$ cat src/rtl/pipe_pkg.sv
// ============================================================================
// Module   : pipe_pkg
// Brief    : Shared pipeline constants: MDU FSM encoding, default latencies,
//            and the per-source data-hazard helper.
// Revision : 1.0 - initial release
// ============================================================================
`default_nettype none

package pipe_pkg;

  localparam logic [0:0] c_IDLE = 1'b0;
  localparam logic [0:0] c_BUSY = 1'b1;

  localparam int c_DEF_MULT_CYC = 5;
  localparam int c_DEF_DIV_CYC  = 10;
  localparam int c_BUSY_CNT_W   = 4;

  // A source stalls when a producer still in flight will not have its result
  // ready by the time the D instruction needs it; $0 never waits.
  function automatic logic src_hazard(
    input logic [4:0] addr,
    input logic [2:0] tuse,
    input logic [4:0] e_wa,
    input logic [2:0] e_tnew,
    input logic [4:0] m_wa,
    input logic [2:0] m_tnew
  );
    return (addr != 5'd0) &&
           (((addr == e_wa) && (e_tnew > tuse)) ||
            ((addr == m_wa) && (m_tnew > tuse)));
  endfunction

endpackage

`default_nettype wire

$ cat src/rtl/hazard_ctrl_if.sv
// ============================================================================
// Module   : hazard_ctrl_if
// Brief    : D/E/M hazard inputs and stall/MDU status outputs of hazard_ctrl.
// Revision : 1.0 - initial release
// ============================================================================
`default_nettype none

interface hazard_ctrl_if;
  logic [4:0]  D_rs_addr;
  logic [4:0]  D_rt_addr;
  logic [2:0]  D_Tuse_rs;
  logic [2:0]  D_Tuse_rt;
  logic        D_is_mdu;
  logic [4:0]  E_wa;
  logic [2:0]  E_Tnew;
  logic [4:0]  M_wa;
  logic [2:0]  M_Tnew;
  logic        E_start_mult;
  logic        E_start_div;
  logic        F_en;
  logic        FD_en;
  logic        DE_clr;
  logic        stall;
  logic        mdu_busy;
  logic [3:0]  busy_cnt;
  logic [31:0] stall_cnt;

  modport slave (
    input  D_rs_addr, D_rt_addr, D_Tuse_rs, D_Tuse_rt, D_is_mdu,
    input  E_wa, E_Tnew, M_wa, M_Tnew, E_start_mult, E_start_div,
    output F_en, FD_en, DE_clr, stall, mdu_busy, busy_cnt, stall_cnt
  );

  modport master (
    output D_rs_addr, D_rt_addr, D_Tuse_rs, D_Tuse_rt, D_is_mdu,
    output E_wa, E_Tnew, M_wa, M_Tnew, E_start_mult, E_start_div,
    input  F_en, FD_en, DE_clr, stall, mdu_busy, busy_cnt, stall_cnt
  );
endinterface

`default_nettype wire

$ cat src/rtl/hazard_ctrl_mdu_busy_tracker.sv
// ============================================================================
// Module   : mdu_busy_tracker
// Brief    : IDLE/BUSY occupancy FSM and remaining-cycle counter of the MDU.
// Revision : 1.0 - initial release
// ============================================================================
`default_nettype none

module mdu_busy_tracker
  import pipe_pkg::*;
#(
  parameter int MULT_CYC = c_DEF_MULT_CYC,
  parameter int DIV_CYC  = c_DEF_DIV_CYC
) (
  input  wire logic                    clk,
  input  wire logic                    reset,
  input  wire logic                    start_mult,
  input  wire logic                    start_div,
  output logic                         mdu_busy,
  output logic [c_BUSY_CNT_W-1:0]      busy_cnt
);

  localparam logic [c_BUSY_CNT_W-1:0] c_MULT_LD = MULT_CYC[c_BUSY_CNT_W-1:0];
  localparam logic [c_BUSY_CNT_W-1:0] c_DIV_LD  = DIV_CYC[c_BUSY_CNT_W-1:0];

  logic [0:0]              r_state;
  logic [c_BUSY_CNT_W-1:0] r_cnt;

  always_ff @(posedge clk) begin
    if (reset) begin
      r_state <= c_IDLE;
      r_cnt   <= '0;
    end else begin
      case (r_state)
        c_IDLE: begin
          // Divide wins when both start pulses coincide.
          if (start_div) begin
            r_state <= c_BUSY;
            r_cnt   <= c_DIV_LD;
          end else if (start_mult) begin
            r_state <= c_BUSY;
            r_cnt   <= c_MULT_LD;
          end
        end
        c_BUSY: begin
          if (r_cnt == {{(c_BUSY_CNT_W-1){1'b0}}, 1'b1}) begin
            r_state <= c_IDLE;
            r_cnt   <= '0;
          end else begin
            r_cnt <= r_cnt - {{(c_BUSY_CNT_W-1){1'b0}}, 1'b1};
          end
        end
        default: begin
          r_state <= c_IDLE;
          r_cnt   <= '0;
        end
      endcase
    end
  end

  // The start cycle itself already counts as occupied.
  assign mdu_busy = ~reset & ((r_state == c_BUSY) | start_mult | start_div);
  assign busy_cnt = r_cnt;

endmodule

`default_nettype wire

$ cat src/rtl/hazard_ctrl.sv
// ============================================================================
// Module   : hazard_ctrl
// Brief    : Tuse/Tnew data-hazard and MDU-occupancy stall control.
//            Optional stall cycle counter: define HAZARD_STALL_CNT_EN.
// Revision : 1.0 - initial release
// ============================================================================
`default_nettype none

module hazard_ctrl
  import pipe_pkg::*;
#(
  parameter int MULT_CYC = c_DEF_MULT_CYC,
  parameter int DIV_CYC  = c_DEF_DIV_CYC
) (
  input  wire logic    clk,
  input  wire logic    reset,
  hazard_ctrl_if.slave bus
);

  logic w_mdu_busy;
  logic w_stall_rs;
  logic w_stall_rt;
  logic w_stall_mdu;
  logic w_stall;

  mdu_busy_tracker #(
    .MULT_CYC (MULT_CYC),
    .DIV_CYC  (DIV_CYC)
  ) u_tracker (
    .clk        (clk),
    .reset      (reset),
    .start_mult (bus.E_start_mult),
    .start_div  (bus.E_start_div),
    .mdu_busy   (w_mdu_busy),
    .busy_cnt   (bus.busy_cnt)
  );

  assign w_stall_rs  = src_hazard(bus.D_rs_addr, bus.D_Tuse_rs, bus.E_wa,
                                  bus.E_Tnew, bus.M_wa, bus.M_Tnew);
  assign w_stall_rt  = src_hazard(bus.D_rt_addr, bus.D_Tuse_rt, bus.E_wa,
                                  bus.E_Tnew, bus.M_wa, bus.M_Tnew);
  assign w_stall_mdu = bus.D_is_mdu & w_mdu_busy;

  // Inputs are don't-care during reset, so the pipeline is held free-running.
  assign w_stall = ~reset & (w_stall_rs | w_stall_rt | w_stall_mdu);

  assign bus.stall    = w_stall;
  assign bus.F_en     = ~w_stall;
  assign bus.FD_en    = ~w_stall;
  assign bus.DE_clr   = w_stall;
  assign bus.mdu_busy = w_mdu_busy;

`ifdef HAZARD_STALL_CNT_EN
  logic [31:0] r_stall_cnt;

  always_ff @(posedge clk) begin
    if (reset) begin
      r_stall_cnt <= '0;
    end else if (w_stall) begin
      r_stall_cnt <= r_stall_cnt + 32'd1;
    end
  end

  assign bus.stall_cnt = r_stall_cnt;
`else
  assign bus.stall_cnt = '0;
`endif

endmodule

`default_nettype wire
$ cat src/flat_wrapper.sv
// flat-port wrapper written by rule: the top's interface ports become plain ports
module hazard_ctrl_flat import pipe_pkg::*;
#(
  parameter int MULT_CYC = c_DEF_MULT_CYC,
  parameter int DIV_CYC  = c_DEF_DIV_CYC
)
  (clk, reset, bus_D_rs_addr, bus_D_rt_addr, bus_D_Tuse_rs, bus_D_Tuse_rt, bus_D_is_mdu, bus_E_wa, bus_E_Tnew, bus_M_wa, bus_M_Tnew, bus_E_start_mult, bus_E_start_div, bus_F_en, bus_FD_en, bus_DE_clr, bus_stall, bus_mdu_busy, bus_busy_cnt, bus_stall_cnt);
  hazard_ctrl_if bus_i ();
  input  wire logic clk;
  input  wire logic reset;
  input wire logic [$bits(bus_i.D_rs_addr)-1:0] bus_D_rs_addr;
  input wire logic [$bits(bus_i.D_rt_addr)-1:0] bus_D_rt_addr;
  input wire logic [$bits(bus_i.D_Tuse_rs)-1:0] bus_D_Tuse_rs;
  input wire logic [$bits(bus_i.D_Tuse_rt)-1:0] bus_D_Tuse_rt;
  input wire logic [$bits(bus_i.D_is_mdu)-1:0] bus_D_is_mdu;
  input wire logic [$bits(bus_i.E_wa)-1:0] bus_E_wa;
  input wire logic [$bits(bus_i.E_Tnew)-1:0] bus_E_Tnew;
  input wire logic [$bits(bus_i.M_wa)-1:0] bus_M_wa;
  input wire logic [$bits(bus_i.M_Tnew)-1:0] bus_M_Tnew;
  input wire logic [$bits(bus_i.E_start_mult)-1:0] bus_E_start_mult;
  input wire logic [$bits(bus_i.E_start_div)-1:0] bus_E_start_div;
  output wire logic [$bits(bus_i.F_en)-1:0] bus_F_en;
  output wire logic [$bits(bus_i.FD_en)-1:0] bus_FD_en;
  output wire logic [$bits(bus_i.DE_clr)-1:0] bus_DE_clr;
  output wire logic [$bits(bus_i.stall)-1:0] bus_stall;
  output wire logic [$bits(bus_i.mdu_busy)-1:0] bus_mdu_busy;
  output wire logic [$bits(bus_i.busy_cnt)-1:0] bus_busy_cnt;
  output wire logic [$bits(bus_i.stall_cnt)-1:0] bus_stall_cnt;
  assign bus_i.D_rs_addr = bus_D_rs_addr;
  assign bus_i.D_rt_addr = bus_D_rt_addr;
  assign bus_i.D_Tuse_rs = bus_D_Tuse_rs;
  assign bus_i.D_Tuse_rt = bus_D_Tuse_rt;
  assign bus_i.D_is_mdu = bus_D_is_mdu;
  assign bus_i.E_wa = bus_E_wa;
  assign bus_i.E_Tnew = bus_E_Tnew;
  assign bus_i.M_wa = bus_M_wa;
  assign bus_i.M_Tnew = bus_M_Tnew;
  assign bus_i.E_start_mult = bus_E_start_mult;
  assign bus_i.E_start_div = bus_E_start_div;
  assign bus_F_en = bus_i.F_en;
  assign bus_FD_en = bus_i.FD_en;
  assign bus_DE_clr = bus_i.DE_clr;
  assign bus_stall = bus_i.stall;
  assign bus_mdu_busy = bus_i.mdu_busy;
  assign bus_busy_cnt = bus_i.busy_cnt;
  assign bus_stall_cnt = bus_i.stall_cnt;
  hazard_ctrl #(.MULT_CYC(MULT_CYC), .DIV_CYC(DIV_CYC)) u_core (.clk(clk), .reset(reset), .bus(bus_i));
endmodule
$ cat config.mk
export PLATFORM = sky130hd
export DESIGN_NAME = hazard_ctrl_flat
export DESIGN_NICKNAME = d
export VERILOG_FILES = /design/src/rtl/pipe_pkg.sv /design/src/rtl/hazard_ctrl_if.sv /design/src/rtl/hazard_ctrl_mdu_busy_tracker.sv /design/src/rtl/hazard_ctrl.sv /design/src/flat_wrapper.sv
export SDC_FILE = /design/constraint.sdc
export NUM_CORES = 1
export LEC_CHECK = 0
export CORE_MARGIN = 1.5
export CORE_UTILIZATION = 37
export CTS_CLUSTER_DIAMETER = 40
export DETAILED_ROUTE_END_ITERATION = 8
export PLACE_DENSITY = 0.83
export SYNTH_ARGS = -nofsm -noshare
export SYNTH_HDL_FRONTEND = slang
export SYNTH_SLANG_ARGS = --single-unit
$ cat constraint.sdc
create_clock -name clk -period 2.91 [get_ports clk]
set_clock_uncertainty 0.05 [all_clocks]
set_input_delay 0.4365 -clock clk [delete_from_list [all_inputs] [get_ports clk]]
set_output_delay 0.4365 -clock clk [all_outputs]
set_load 0.05 [all_outputs]
Word-level counts from Yosys, hierarchy flattened
Cells that the tools add are included.
Word-level totals
  bits in registers: 5
  input port bits: 37
  output and inout bits: 41
  word-level logic and storage cells: 41
Cells by class
  add/sub/neg operators: 1
  $lt $le $gt $ge: 4
  eq/ne operators: 6
  muxes and demuxes: 8
  bitwise gates (word level): 10
  reductions and logical operators: 10
Operators by type and width (count)
  $eq 5x5->1: 4
  $gt 3x3->1: 4
  $mux 4: 3
  $reduce_bool 5->1: 2
  $pmux 4 s2: 1
  $logic_and 1x1->1: 6
  $eq 4x1->1 const B: 1
  $or 1x1->1: 4
  $sub 4x1->4 const B: 1
  $and 1x1->1: 3
  $mux 1: 3
  $ne 3x3->1 const B: 1
  $not 1->1: 3
  $logic_or 1x1->1: 2
  $pmux 1 s2: 1

Logic depth before layout (Yosys ltp)
Gate-level depths: netlist of the first run.
  depth after elaboration: 8
  depth in mapped cells: 8
  gate-level depth less buffers: 7

Cells and area by module
Synthesis of the first run repeated with hierarchy kept, for this count alone.
Unflattened totals
  cells, all modules: 139
  area, all modules: 1063.5 sq um
By module, submodules not included
  hazard_ctrl: times used 1, cells an instance 107, area each 794.5 sq um, sequential area each 0.0 sq um
  mdu_busy_tracker: times used 1, cells an instance 32, area each 269.0 sq um, sequential area each 100.1 sq um

Worst setup path after synthesis of the first run
OpenSTA, ideal clock, no wires.
  path type: in2out
  from: input port reset
  to: output port bus_stall
  data arrival time: 2.170 ns
  data required time: 2.424 ns
  path slack: 0.254 ns
  stages: 5
  path buffers: 2
  cells stage by stage: clkbuf_2 > nor2_1 > nand3b_1 > nand3_1 > buf_4
On the way
  word-level cells in the longest chain between the ends: 5
RTL lines
  start: declaration: RTL line flat_wrapper.sv:10  | input wire logic reset;
  $not 1->1: RTL line hazard_ctrl_mdu_busy_tracker.sv:61  | assign mdu_busy = ~reset & ((r_state == c_BUSY) | start_mult | start_div);
  $and 1x1->1: RTL line hazard_ctrl_mdu_busy_tracker.sv:61
  net bus_mdu_busy: RTL line flat_wrapper.sv:26  | output wire logic [$bits(bus_i.mdu_busy)-1:0] bus_mdu_busy;
  $and 1x1->1: RTL line hazard_ctrl.sv:42  | assign w_stall_mdu = bus.D_is_mdu & w_mdu_busy;
  $or 1x1->1: RTL line hazard_ctrl.sv:45  | assign w_stall = ~reset & (w_stall_rs | w_stall_rt | w_stall_mdu);
  $and 1x1->1: RTL line hazard_ctrl.sv:45
  end: declaration: RTL line flat_wrapper.sv:25  | output wire logic [$bits(bus_i.stall)-1:0] bus_stall;
The timed path passes the listed nets, and every way through them passes these cells.

Final worst setup path of the first run
  from: input port bus_D_rs_addr[3]
  to: output port bus_F_en
On the way
  word-level cells in the longest chain between the ends: 8
  elaborated cells on any way between the ends: 11
  those cells by class: eq/ne (2); bitwise (4); reduce/logical (5)
RTL lines
  start: declaration: RTL line flat_wrapper.sv:11  | input wire logic [$bits(bus_i.D_rs_addr)-1:0] bus_D_rs_addr;
  $eq 5x5->1 (on tied branches): RTL line pipe_pkg.sv:29, pipe_pkg.sv:30
  $logic_and 1x1->1 (on tied branches): RTL line pipe_pkg.sv:29, pipe_pkg.sv:30
  $logic_or 1x1->1: RTL line pipe_pkg.sv:29  | (((addr == e_wa) && (e_tnew > tuse)) ||
  $logic_and 1x1->1 *: RTL line pipe_pkg.sv:28  | return (addr != 5'd0) &&
  $or 1x1->1 * (2 in series): RTL line hazard_ctrl.sv:45
  $and 1x1->1 *: RTL line hazard_ctrl.sv:45
  $not 1->1 *: RTL line hazard_ctrl.sv:48  | assign bus.F_en = ~w_stall;
  end: declaration: RTL line flat_wrapper.sv:22  | output wire logic [$bits(bus_i.F_en)-1:0] bus_F_en;
Mark *: on every way between the ends. The rest lies on a longest branch, timed or not.

==> results of run 1 <==
kinds of logic after synthesis:
kind of cell	count (synthesis)
flops	5
buf+inv	44
other cells	1
simple gates	28
compound gates	22
fa+ha+maj	14
xor+xnor	21
area by class of cell:
class | count | area (um2) | area share (%)
inverters | 9 | 33.8 | 2.19
well taps | 31 | 38.8 | 2.52
clock buffers | 4 | 26.3 | 1.71
repair buffers | 48 | 513 | 33.3
multi-input cells | 117 | 828 | 53.8
flip-flops and latches | 5 | 100 | 6.50
flip-flops by register name, indices dropped and copies added (netlist names):
register	cells
u_core.u_tracker.busy_cnt	4
u_core.u_tracker.r_state	1
timing repair:
item                                    4_1_cts  5_1_grt
hold endpoints to repair                      0        0
resized for setup                             0        7
endpoints found under the setup margin        0        4
synthesized netlist by cell type:
cell	instances
o21a_1	3
xor2_1	18
nand3_1	2
clkbuf_2	1
nand3b_1	2
o22a_1	1
a211oi_1	2
nor4_1	2
nand2b_1	1
xnor2_1	3
a221oi_1	1
o21ai_0	3
or3b_2	1
nor2_1	6
a21oi_1	3
and3_1	1
nor2b_1	3
ha_1	14
conb_1	1
a31oi_1	5
nor4_2	1
o211ai_1	2
dfxtp_1	5
nand2_1	3
a221o_1	2
nand4_1	1
nor3b_1	1
inv_1	9
buf_4	34
nor3_1	4
tightest hold or removal path: cells and delay by family, from the launching register on:
family,cells,cell delay [ns]
compound gates,2,0.17
flops,1,0.34
final timing paths:
kind / start / to / slack, ns / cells after the start
setup reg to reg: u_core.u_tracker.busy_cnt[1] / u_core.u_tracker.busy_cnt[2] / 1.21 / 6
hold reg to reg: u_core.u_tracker.busy_cnt[2] / u_core.u_tracker.busy_cnt[2] / 0.51 / 2
hold / removal: u_core.u_tracker.busy_cnt[2] / u_core.u_tracker.busy_cnt[2] / 0.51 / 2
setup / recovery: bus_D_rs_addr[3] / bus_F_en / 0.04 / 7
layer usage:
metal	wire length [um]	part of all wire (%)	GRT usage (%)	vias to the layer above
met5	0	0	0	-
met4	18	0.68	4.42	0
met1	1070	40	16.6	432
li1	-	-	-	496
met2	1340	50	27.2	52
met3	230	8.6	5.76	2
report_power, final:
part | internal (uW) | total (uW) | switching [uW]
registers | 76.3 | 86.3 | 9.99
logic | 124 | 334 | 210
clock network | 51.9 | 81.0 | 29.1
metrics by stage:
stage          hold slack, ns  power (uW)  std cells  util (%)  worst slack [ns]
6_report                0.506         501        214      56.3            0.0409
5_1_grt                 0.531         529        214      56.3           0.00245
4_1_cts                 0.494         492        214      54.9            0.0226
3_5_place_dp            0.460         408        210      53.9            0.0139
3_3_place_gp            0.455         405        210      53.9            0.0574
2_1_floorplan           0.471         332        166         -             0.254
==> impl_results.md, run 1 <==
* Routed vias/inst at 4.59
* Wire length of the first global-routing pass at 3.94 mm
* PortBufs at 45
* Mapped cell area at 0.00107 mm2
* Core Box Area at 0.00273 mm2
* Fmax at 349 MHz
* CTS H-Tree Depth at 1
* Placer congestion estimate at 0.877
* Clock Latency Late Sink at 0.24 ns
* CTS tree: built
* Setup TNS at 0 ns
* Fill count at 240
* Vias in the first global route at 944
* Post-synthesis mux area share at 0%
* Crit Path Category: in -> out
* Main combinational cell family by area after synthesis: buffers and inverters
* GR Overflow Total at 0
* Yosys cell types at 30
* Worst slew pin tran at 0.506 ns
* Outcome: finished, final reports clean
* Post-DR wirelength/cell at 12.4 um
* WP data arrival at 2.38 ns
* WL final at 2.66 mm
* Die ar. at 0.00321 mm2
* Synth area leader: buf_4
* Post-route cell area at 0.00154 mm2
* Pwr per Cell Area at 325 mW/mm2
* Worst EP required at 2.42 ns
* Delay-heaviest family, CP: simple AND/OR/NAND/NOR gates
* Initial antenna violation count at 0
* DRC at 0
* Clock Tree Root: clkbuf_4
* Setup violators final at 0
* Ordered cell list for the critical path: clkdlybuf4s50_1 > xor2_1 > nor4_1 > nand3_1 > a221o_1 > and3_4 > buf_12
* Num CTS Buffers at 3
* Fin crit share at 98.6%
* Commonest non-fill, non-tap cell in the layout: clkdlybuf4s50_1
* CP peak stage delay at 0.45 ns
* Chip Width at 56.7 um
* Slew HR at 66.2%
* CP bufs+invs at 2
* Slowest stage cell, crit path: nor4_1
* Worst min path class: reg -> reg
* Critical Path End Type: primary output
* YS warnings at 0
* DP Area at 0.00147 mm2
* Clock Path Buffers at 2
* Initial Util at 39.0%
* Fin. Hold Viols at 0
* Post-synth top area share at 23.9%
* Slew Viols, Final at 0
* Drt pass-1 iters at 4
* Share of post-route cells with drive strength above 1 at 9.84%
* Post-synthesis sequential area ratio at 9.39%
* Leakage Power at 0.000695 uW
* Max-Cap Viols at 0
* Register bit total from synthesis at 5
* Clk slew on worst S/H paths at 0.04 ns
* Critical Path Fanout Max at 2
* XOR/XNOR Fraction of Synth Area at 17.3%
* Layout Nets at 235
* VDD IR max at 260 uV
* Syn Inst Count at 135
* Ranking of synthesized cells by area: buf_4, ha_1, xor2_1
* Synth-to-layout area growth at 44.5%
* DP HPWL at 2.13 mm
* Via Count at 982
* RSZ-0062 raised after global routing: no
* Post-CTS Setup Bufs at 0
* Avg Cell Area, Syn at 7.90 um2
* Most frequent cells in the layout: clkdlybuf4s50_1, conb_1, xor2_1
* Hold-fix buffers at CTS at 0
* Startpoint Class: primary input
* Post-Synth Adder-Cell Area at 16.4%
* Row count at 19
* Tmin final at 2.87 ns
* Final antenna diode count at 0
* DIE HEIGHT at 56.7 um
* Compound-Gate Fraction of Synth Area at 14.2%
* Synth Area in Simple Gates at 14.8%
* Ports at 78
* Largest net degree at the start of global routing at 9
* Sink Count at 5
* Global Route Usage Sum at 15.3%
* DRT iter0 DRCs at 21
* DRT antenna net count at 0
Note: power is estimated with default switching activity, not from simulation.
==> inputs of run 2 (changes only) <==
--- a/config.mk
+++ b/config.mk
@@ -7,7 +7,6 @@
 export LEC_CHECK = 0
 export CORE_MARGIN = 1.5
 export CORE_UTILIZATION = 37
-export CTS_CLUSTER_DIAMETER = 40
 export DETAILED_ROUTE_END_ITERATION = 8
 export PLACE_DENSITY = 0.83
 export SYNTH_ARGS = -nofsm -noshare
==> results of run 2 <==
Final layout, timing and power as in run 1 (identical DEF).
==> inputs of run 3 (changes only) <==
--- a/config.mk
+++ b/config.mk
@@ -7,6 +7,7 @@
 export LEC_CHECK = 0
 export CORE_MARGIN = 1.5
 export CORE_UTILIZATION = 37
+export CTS_CLUSTER_SIZE = 24
 export DETAILED_ROUTE_END_ITERATION = 8
 export PLACE_DENSITY = 0.83
 export SYNTH_ARGS = -nofsm -noshare
==> results of run 3 <==
Final layout, timing and power as in run 1 (identical DEF).
